**src/rtl/nibble_sub_clk_pkg.sv**
```systemverilog
// Shared definitions for the clocked nibble-serial subtractor.
//   state_e : FSM state encodings (IDLE / RUN / DONE)
//   SLICE   : width of the datapath slice processed per clock
package nibble_sub_clk_pkg;

  localparam int SLICE = 4;

  typedef enum logic [1:0] {
    ST_IDLE = 2'd0,
    ST_RUN  = 2'd1,
    ST_DONE = 2'd2
  } state_e;

endpackage

```
**src/rtl/fa.sv**
```systemverilog
// Single-bit full-adder cell.
//   a, b, ci : addend bits and carry in
//   s, co    : sum bit and carry out
module fa (
  input  logic a,
  input  logic b,
  input  logic ci,
  output logic s,
  output logic co
);

  assign s  = a ^ b ^ ci;
  assign co = (a & b) | (ci & (a ^ b));

endmodule

```
**src/rtl/rcs4.sv**
```systemverilog
// 4-bit ripple subtract slice: s = a + ~b + ci, built from four fa cells.
// With ci=1 on the lowest slice this is a - b in two's complement;
// co=1 means "no borrow" out of this slice.
//   a[3:0], b[3:0] : minuend / subtrahend slice
//   ci             : carry in (inverted borrow)
//   s[3:0], co     : difference slice and carry out
module rcs4 (
  input  logic [3:0] a,
  input  logic [3:0] b,
  input  logic       ci,
  output logic [3:0] s,
  output logic       co
);

  logic [4:0] c;

  assign c[0] = ci;

  for (genvar i = 0; i < 4; i++) begin : g_bit
    fa u_fa (
      .a  (a[i]),
      .b  (~b[i]),
      .ci (c[i]),
      .s  (s[i]),
      .co (c[i+1])
    );
  end

  assign co = c[4];

endmodule

```
**src/rtl/nibble_sub_clk.sv**
```systemverilog
// Clocked multi-word subtractor: d = a - b (mod 2^WIDTH), one 4-bit slice
// per clock, borrow carried between slices in a register.
//   clk, reset_n : clock (rising edge), async active-low reset
//   start        : request, accepted in IDLE or DONE
//   a, b         : operands, latched on an accepted start
//   busy         : high while RUN
//   done         : one-cycle pulse, d/bo/ov valid
//   d, bo, ov    : difference, borrow out (a < b unsigned), signed overflow
//   dbg_state    : current FSM state encoding
//
// Handshake: start is a request sampled on the rising edge; it is accepted
// only when busy=0 (IDLE or DONE). An accepted start latches a and b; start
// seen while busy is dropped, never queued. done pulses exactly one cycle
// NIB+1 edges after acceptance and results hold until the next acceptance.
module nibble_sub_clk
  import nibble_sub_clk_pkg::*;
#(
  parameter int WIDTH = 32
) (
  input  logic             clk,
  input  logic             reset_n,
  input  logic             start,
  input  logic [WIDTH-1:0] a,
  input  logic [WIDTH-1:0] b,
  output logic             busy,
  output logic             done,
  output logic [WIDTH-1:0] d,
  output logic             bo,
  output logic             ov,
  output logic [1:0]       dbg_state
);

  localparam int NIB = WIDTH / SLICE;
  localparam int IW  = (NIB > 1) ? $clog2(NIB) : 1;
  localparam logic [IW-1:0] LAST = IW'(NIB - 1);

  state_e           state, state_nxt;
  logic [WIDTH-1:0] a_q, b_q;
  logic [IW-1:0]    idx;
  logic             carry;
  logic             accept;
  logic [SLICE-1:0] a_sl, b_sl, s_sl;
  logic             co_sl;

  assign a_sl = a_q[int'(idx) * SLICE +: SLICE];
  assign b_sl = b_q[int'(idx) * SLICE +: SLICE];

  rcs4 u_slice (
    .a  (a_sl),
    .b  (b_sl),
    .ci (carry),
    .s  (s_sl),
    .co (co_sl)
  );

  always_comb begin
    state_nxt = state;
    busy      = 1'b0;
    done      = 1'b0;
    accept    = 1'b0;
    case (state)
      ST_IDLE: begin
        if (start) begin
          accept    = 1'b1;
          state_nxt = ST_RUN;
        end
      end
      ST_RUN: begin
        busy = 1'b1;
        if (idx == LAST) state_nxt = ST_DONE;
      end
      ST_DONE: begin
        done = 1'b1;
        if (start) begin
          accept    = 1'b1;
          state_nxt = ST_RUN;
        end else begin
          state_nxt = ST_IDLE;
        end
      end
      default: state_nxt = ST_IDLE;
    endcase
  end

  always_ff @(posedge clk or negedge reset_n) begin
    if (!reset_n) state <= ST_IDLE;
    else          state <= state_nxt;
  end

  assign dbg_state = state;

  always_ff @(posedge clk or negedge reset_n) begin
    if (!reset_n) begin
      a_q   <= '0;
      b_q   <= '0;
      idx   <= '0;
      carry <= 1'b1;
      d     <= '0;
      bo    <= 1'b0;
      ov    <= 1'b0;
    end else if (accept) begin
      a_q   <= a;
      b_q   <= b;
      idx   <= '0;
      carry <= 1'b1;  // the +1 of two's-complement negation of b
      bo    <= 1'b0;
      ov    <= 1'b0;
    end else if (state == ST_RUN) begin
      d[int'(idx) * SLICE +: SLICE] <= s_sl;
      carry <= co_sl;
      idx   <= idx + IW'(1);
      if (idx == LAST) begin
        // Final slice: its top bit is the result MSB, so flags are
        // resolved here and are stable throughout the DONE cycle.
        bo <= ~co_sl;
        ov <= (a_q[WIDTH-1] != b_q[WIDTH-1]) && (s_sl[SLICE-1] != a_q[WIDTH-1]);
      end
    end
  end

endmodule

```
**config.mk**
```make
export PLATFORM = sky130hd
export DESIGN_NAME = nibble_sub_clk
export DESIGN_NICKNAME = d
export VERILOG_FILES = /design/src/rtl/nibble_sub_clk_pkg.sv /design/src/rtl/fa.sv /design/src/rtl/rcs4.sv /design/src/rtl/nibble_sub_clk.sv
export SDC_FILE = /design/constraint.sdc
export NUM_CORES = 1
export LEC_CHECK = 0
export ABC_AREA = 1
export CAP_MARGIN = 20
export CORE_ASPECT_RATIO = 1.1
export CORE_MARGIN = 2
export CORE_UTILIZATION = 52
export DETAILED_ROUTE_END_ITERATION = 8
export PLACE_DENSITY = 0.85
export RECOVER_POWER = 50
export SYNTH_ARGS = -nofsm -noshare
export SYNTH_HDL_FRONTEND = slang
export SYNTH_SLANG_ARGS = --single-unit
```
**constraint.sdc**
```tcl
create_clock -name clk -period 3.35 [get_ports clk]
set_input_delay 1.005 -clock clk [delete_from_list [all_inputs] [get_ports clk]]
set_output_delay 1.005 -clock clk [all_outputs]
set_load 0.02 [all_outputs]
```
* Word level (Yosys, flattened, before mapping) *
Index checks and enable logic that the tools add are counted.

operators by class
  add/subtract/negate cells = 2
  equal/unequal tests = 7
  shift-type cells = 4
  muxes and demuxes = 19
  bitwise operators = 26
  reductions and logical operators = 8

operators by type and width
  kind                                                                      number
  32-bit by 6-bit indexed part select with 4-bit output                     2
  5-bit negator with 33-bit output                                          1
  4-bit by 33-bit variable shift with 32-bit output (first input constant)  1
  4-bit by 33-bit indexed part select with 32-bit output                    1
  32-bit bitwise mux                                                        1
  1-bit 2-to-1 mux                                                          13
  1-bit bitwise AND                                                         8
  1-bit bitwise XOR                                                         8
  3-bit 2-to-1 mux                                                          2
  1-bit NOT                                                                 6
  2-bit one-hot mux with 3 select lines                                     1
  2-bit AND reduction                                                       3
  2-bit 2-to-1 mux                                                          2
  1-bit OR                                                                  4
  2-bit nonzero test                                                        2
  3-bit by 1-bit adder with 3-bit output (second input constant)            1
  3-bit == test (second input constant)                                     1
  2-bit by 1-bit == test with 1-bit output (second input constant)          1
  2-bit == test (second input constant)                                     1
  2-bit zero test                                                           1
  1-bit inequality test                                                     2
  2-bit by 1-bit inequality test with 1-bit output (second input constant)  1
  2-bit inequality test (second input constant)                             1
  2-bit OR reduction                                                        1
  1-bit logical AND                                                         1

storage, ports and cells
  bits in registers = 104
  output and inout port bits = 38
  word-level logic and storage cells = 74

* Longest topological paths before layout *
  word-level depth = 15
  mapped depth = 20
  mapped depth without buffers = 18

* Modules after synthesis *
A second synthesis with hierarchy kept.

second synthesis, totals
  cell total of the unflattened synthesis = 656
  area, all modules = 5408.9 um^2

modules (own cells, without submodules)
  module          instances  cells each  area an instance (um^2)  seq. area each (um^2)
  nibble_sub_clk  1          648         5313.8                   2603.7
  fa              4          1           20.0                     0.0
  rcs4            1          4           15.0                     0.0

* Least setup slack after synthesis *
No wires, ideal clock.

  kind = register -> register
  from = register idx[0]
  to = register d[27]
  library setup time = 65 ps
  arrival = 3001 ps
  data required time = 3285 ps
  path slack = 284 ps
  cell stages (with the launch flop) = 21
  path buffers = 2
  path through = dfrtp_1 > buf_6 > inv_4 > buf_2 > nand2_1 > nand3_1 > nand2_1 > nand2_1 > nand2_1 > fa_1 > inv_1 > fa_1 > inv_1 > fa_1 > inv_1 > fa_1 > inv_1 > nand2_1 > nor2_1 > nand3_1 > nand2_1

on the way
  longest elaborated chain between the ends = 12
  elaborated cells on any way between the ends = 27
  classes of those cells = add/sub (1); shift (4); mux (1); bitwise (21)

RTL lines
  item                                                    RTL line               text
  start, declared                                         nibble_sub_clk.sv:39   logic [IW-1:0] idx;
  start signal, assigned                                  nibble_sub_clk.sv:111  idx <= idx + IW'(1);
  32-bit by 6-bit indexed part select with 4-bit output   nibble_sub_clk.sv:46   assign b_sl = b_q[int'(idx) * SLICE +: SLICE];
  1-bit NOT                                               rcs4.sv:22             .b (~b[i]),
  1-bit bitwise XOR                                       fa.sv:12, fa.sv:13
  1-bit bitwise AND                                       fa.sv:13               assign co = (a & b) | (ci & (a ^ b));
  1-bit OR                                                fa.sv:13
  1-bit bitwise AND                                       fa.sv:13
  1-bit OR                                                fa.sv:13
  1-bit bitwise AND                                       fa.sv:13
  1-bit OR                                                fa.sv:13
  1-bit bitwise XOR                                       fa.sv:12               assign s = a ^ b ^ ci;
  4-bit by 33-bit indexed part select with 32-bit output  nibble_sub_clk.sv:109  d[int'(idx) * SLICE +: SLICE] <= s_sl;
  32-bit bitwise mux *                                    nibble_sub_clk.sv:109
  end signal, assigned by index                           nibble_sub_clk.sv:109
  end, declared                                           nibble_sub_clk.sv:27   output logic [WIDTH-1:0] d,

Mark *: on every way between the ends. The rest lies on a longest branch, timed or not.
A chain may end at the register's enable or synchronous reset.

* Final worst setup path *
  from = register idx[0]
  to = register d[23]

The elaborated chain is that of the path after synthesis.

==> impl_metrics.toml <==
[global_route]
grt_use_total_pct = 22.7
grt_max_degree = 69
grt_remaining_overflow = 0
antenna_found_initial = 0
grt_pass1_wl_mm = 20.4
first_global_vias = 4464

[worst_hold_path]
whs_path_depth = 2
hold_path.class = "reg -> reg"

[worst_setup_path]
ff2ff_path_depth = 16
slowest_delay_ps = 530
worstPathCellList = "inv_8 -> nand2_1 -> nand3_1 -> nand2_1 -> nand2_1 -> nand2_1 -> fa_2 -> inv_2 -> fa_2 -> inv_1 -> fa_2 -> inv_2 -> fa_2 -> nor2_1 -> nand2_1 -> o21ai_1"
cp_slowest_cell = "dfrtp_2"
critPathCaptureType = "flop"
crit_type = "reg -> reg"
cp_data_arrival_time_ps = 3600
cp_max_fo = 23
crit_top_cell = "nand2_1"
cp.required_ps = 3660
cp-start-kind = "flop"

[floorplan]
dieArea_sq_um = 11200
io_pins = 105
coreArea_sq_um = 9980
fp.dieH_um = 111
start_util_pct = 54.0
die_x_um = 101
rows = 38

[clock_network]
ctsHoldBuffers = 0
cts_tree = "yes"
ctsHtreeMaxLevel = 3
cts_buffers = 9
cts_root_buf = "clkbuf_8"
cts.reportedPaths.clkPinSlew_ps = 100
clock_sinks = 104
cts_buffer_depth = 2
clock_latency_ps = 380

[sta]
fin_crit_ps = 3280
hold_viol = 0
fin_worst_skew_ps = 13.2
worst_slack_ps = 66.3
finalSetupViolCount = 0
slew_headroom_pct = -33.1
tns_ps = 0
fin_crit_sh_pct = 98.0
worst_pin_slew_ps = 2000
slew_viol_final = 37
max_freq_mhz = 305

[placement]
place_congestion = 0.926
portBuffers = 104
hpwl_mm = 9.16
dp_slack_ps = 138
placedCellCount = 862
placed_area_sq_um = 6460

[synth]
synth_area_leaders = "dfrtp_1 48%, nand2_1 17%, inv_1 5.2%"
synth_cell_types = 27
synth_most_common_cell = "nand2_1"
synthTopCellsByCount = "246 x nand2_1, 103 x dfrtp_1, 74 x inv_1, 53 x nand3_1, 34 x o21ai_0"
synth_enable_flop_cells = 0
synth.net_count = 732
yosysSeqAreaShare_pct = 48.3
ys.flop_type = "dfrtp_1"
avgSynthCellArea_sq_um = 8.24
syn-cell-area_sq_um = 5390
yosysTopAreaCell = "dfrtp_1"
netlist_instances = 654
ys_ff_latch = 104
synth_top_cell_area_share_pct = 47.8
synthArstFlopShare_pct = 100
ys_warn_count = 0

[routing]
via_per_inst = 5.19
vias = 4608
routed_wl_mm = 12.8
drtIter0Drc = 294
drc = 0
ant_nets = 0
routedWlPerCell_um = 14.4
first_pass_iters = 5

[power]
powerDensity_nw_per_um2 = 1060
peakVddDrop_uv = 463
p_leak_nw = 3.39

[layout]
drive_gt1_share_pct = 13.9
num_antenna_cells = 0
utilization_pct = 68.4
stdcell_count = 888
num-nets-final = 841
fillers = 779
area_growth_pct = 26.8
finalInstanceArea_sq_um = 6830

[status]
failed_checks = "capacitance limit, slew limit"
status = "finished, violations left"

[run]
maxCapViolations = 1
state kept, by name, indices dropped and copies added, names as in the netlist:
signal     cells
carry          1
idx            3
b_q           32
bo             1
dbg_state      2
a_q           32
d             32
ov             1
worst max-delay path: cells and delay by family (launching register included):
family,cells,cell delay (ps)
AO/OA/AOI/OAI,1,140
adder cells (fa/ha/maj),4,1400
buffers and inverters,4,370
flip-flops,1,530
AND/OR/NAND/NOR,7,770
where the power goes:
group          total, W  switching (W)  internal [W]
registers       0.00209       0.000284       0.00180
clock network  0.000732       0.000439      0.000293
logic           0.00440        0.00269       0.00171
total           0.00721        0.00341       0.00380
timing repair:
item	CTS	global route
endpoints found under the setup margin	0	8
resized for setup	0	19
buffers inserted	0	6
cells in the final DEF, fill, tap and decap left out, drive strengths merged, types with 3 or more instances in the layout:
master / Yosys / routed
buf: 26 / 19
clkdlybuf4s50: 0 / 103
nor2: 39 / 39
clkinv: 0 / 5
dfrtp: 103 / 103
nand2: 259 / 259
clkbuf: 3 / 15
inv: 80 / 80
a21oi: 3 / 3
ha: 7 / 7
o21ai: 72 / 72
fa: 4 / 4
nand3: 56 / 56
through the flow:
step,hold slack (ps),power [W]
finish,492,0.00721
global route,513,0.00777
CTS,488,0.00675
detailed placement,463,0.00601
global placement,454,0.00588
floorplan,450,0.00489
area by class of cell:
| type | instances | area [sq um] | area share, % |
|---|---|---|---|
| multi-input combinational | 441 | 2260 | 33.0 |
| clock buffer | 10 | 138 | 2.02 |
| inverter | 80 | 309 | 4.52 |
| tap | 120 | 150 | 2.20 |
| timing repair buffer | 127 | 1330 | 19.4 |
| clock inverter | 6 | 43.8 | 0.641 |
| sequential | 104 | 2610 | 38.2 |
logic make-up (layout without fill, tap and decap cells):
| logic type | count (synthesis) | count (layout) | share of synthesized area [%] |
|---|---|---|---|
| simple gates | 354 | 354 | 29.6 |
| buf+inv | 109 | 223 | 10.1 |
| flops | 104 | 104 | 48.3 |
| compound gates | 76 | 76 | 8.82 |
| fa+ha+maj | 11 | 11 | 3.11 |
path summary, 6_finish.rpt:
kind,start,slack [ps],endpoint
max,idx[0]$_DFFE_PN0P_,70,d[23]$_DFFE_PN0P_
min,d[17]$_DFFE_PN0P_,490,d[17]$_DFFE_PN0P_
max reg2reg,idx[0]$_DFFE_PN0P_,70,d[23]$_DFFE_PN0P_
min reg2reg,d[17]$_DFFE_PN0P_,490,d[17]$_DFFE_PN0P_
max in group asynchronous,reset_n,960,carry$_DFFE_PN1P_
min in group asynchronous,reset_n,1180,d[20]$_DFFE_PN0P_
layer usage:
layer	share of wire, %	up-vias	GRT usage (%)
li1	-	2231	-
met1	42	2185	28.6
met2	51	165	39.6
met3	5.1	27	3.15
met4	2.0	0	7.66
met5	0	-	0
Note: power is estimated with default switching activity, not from simulation.
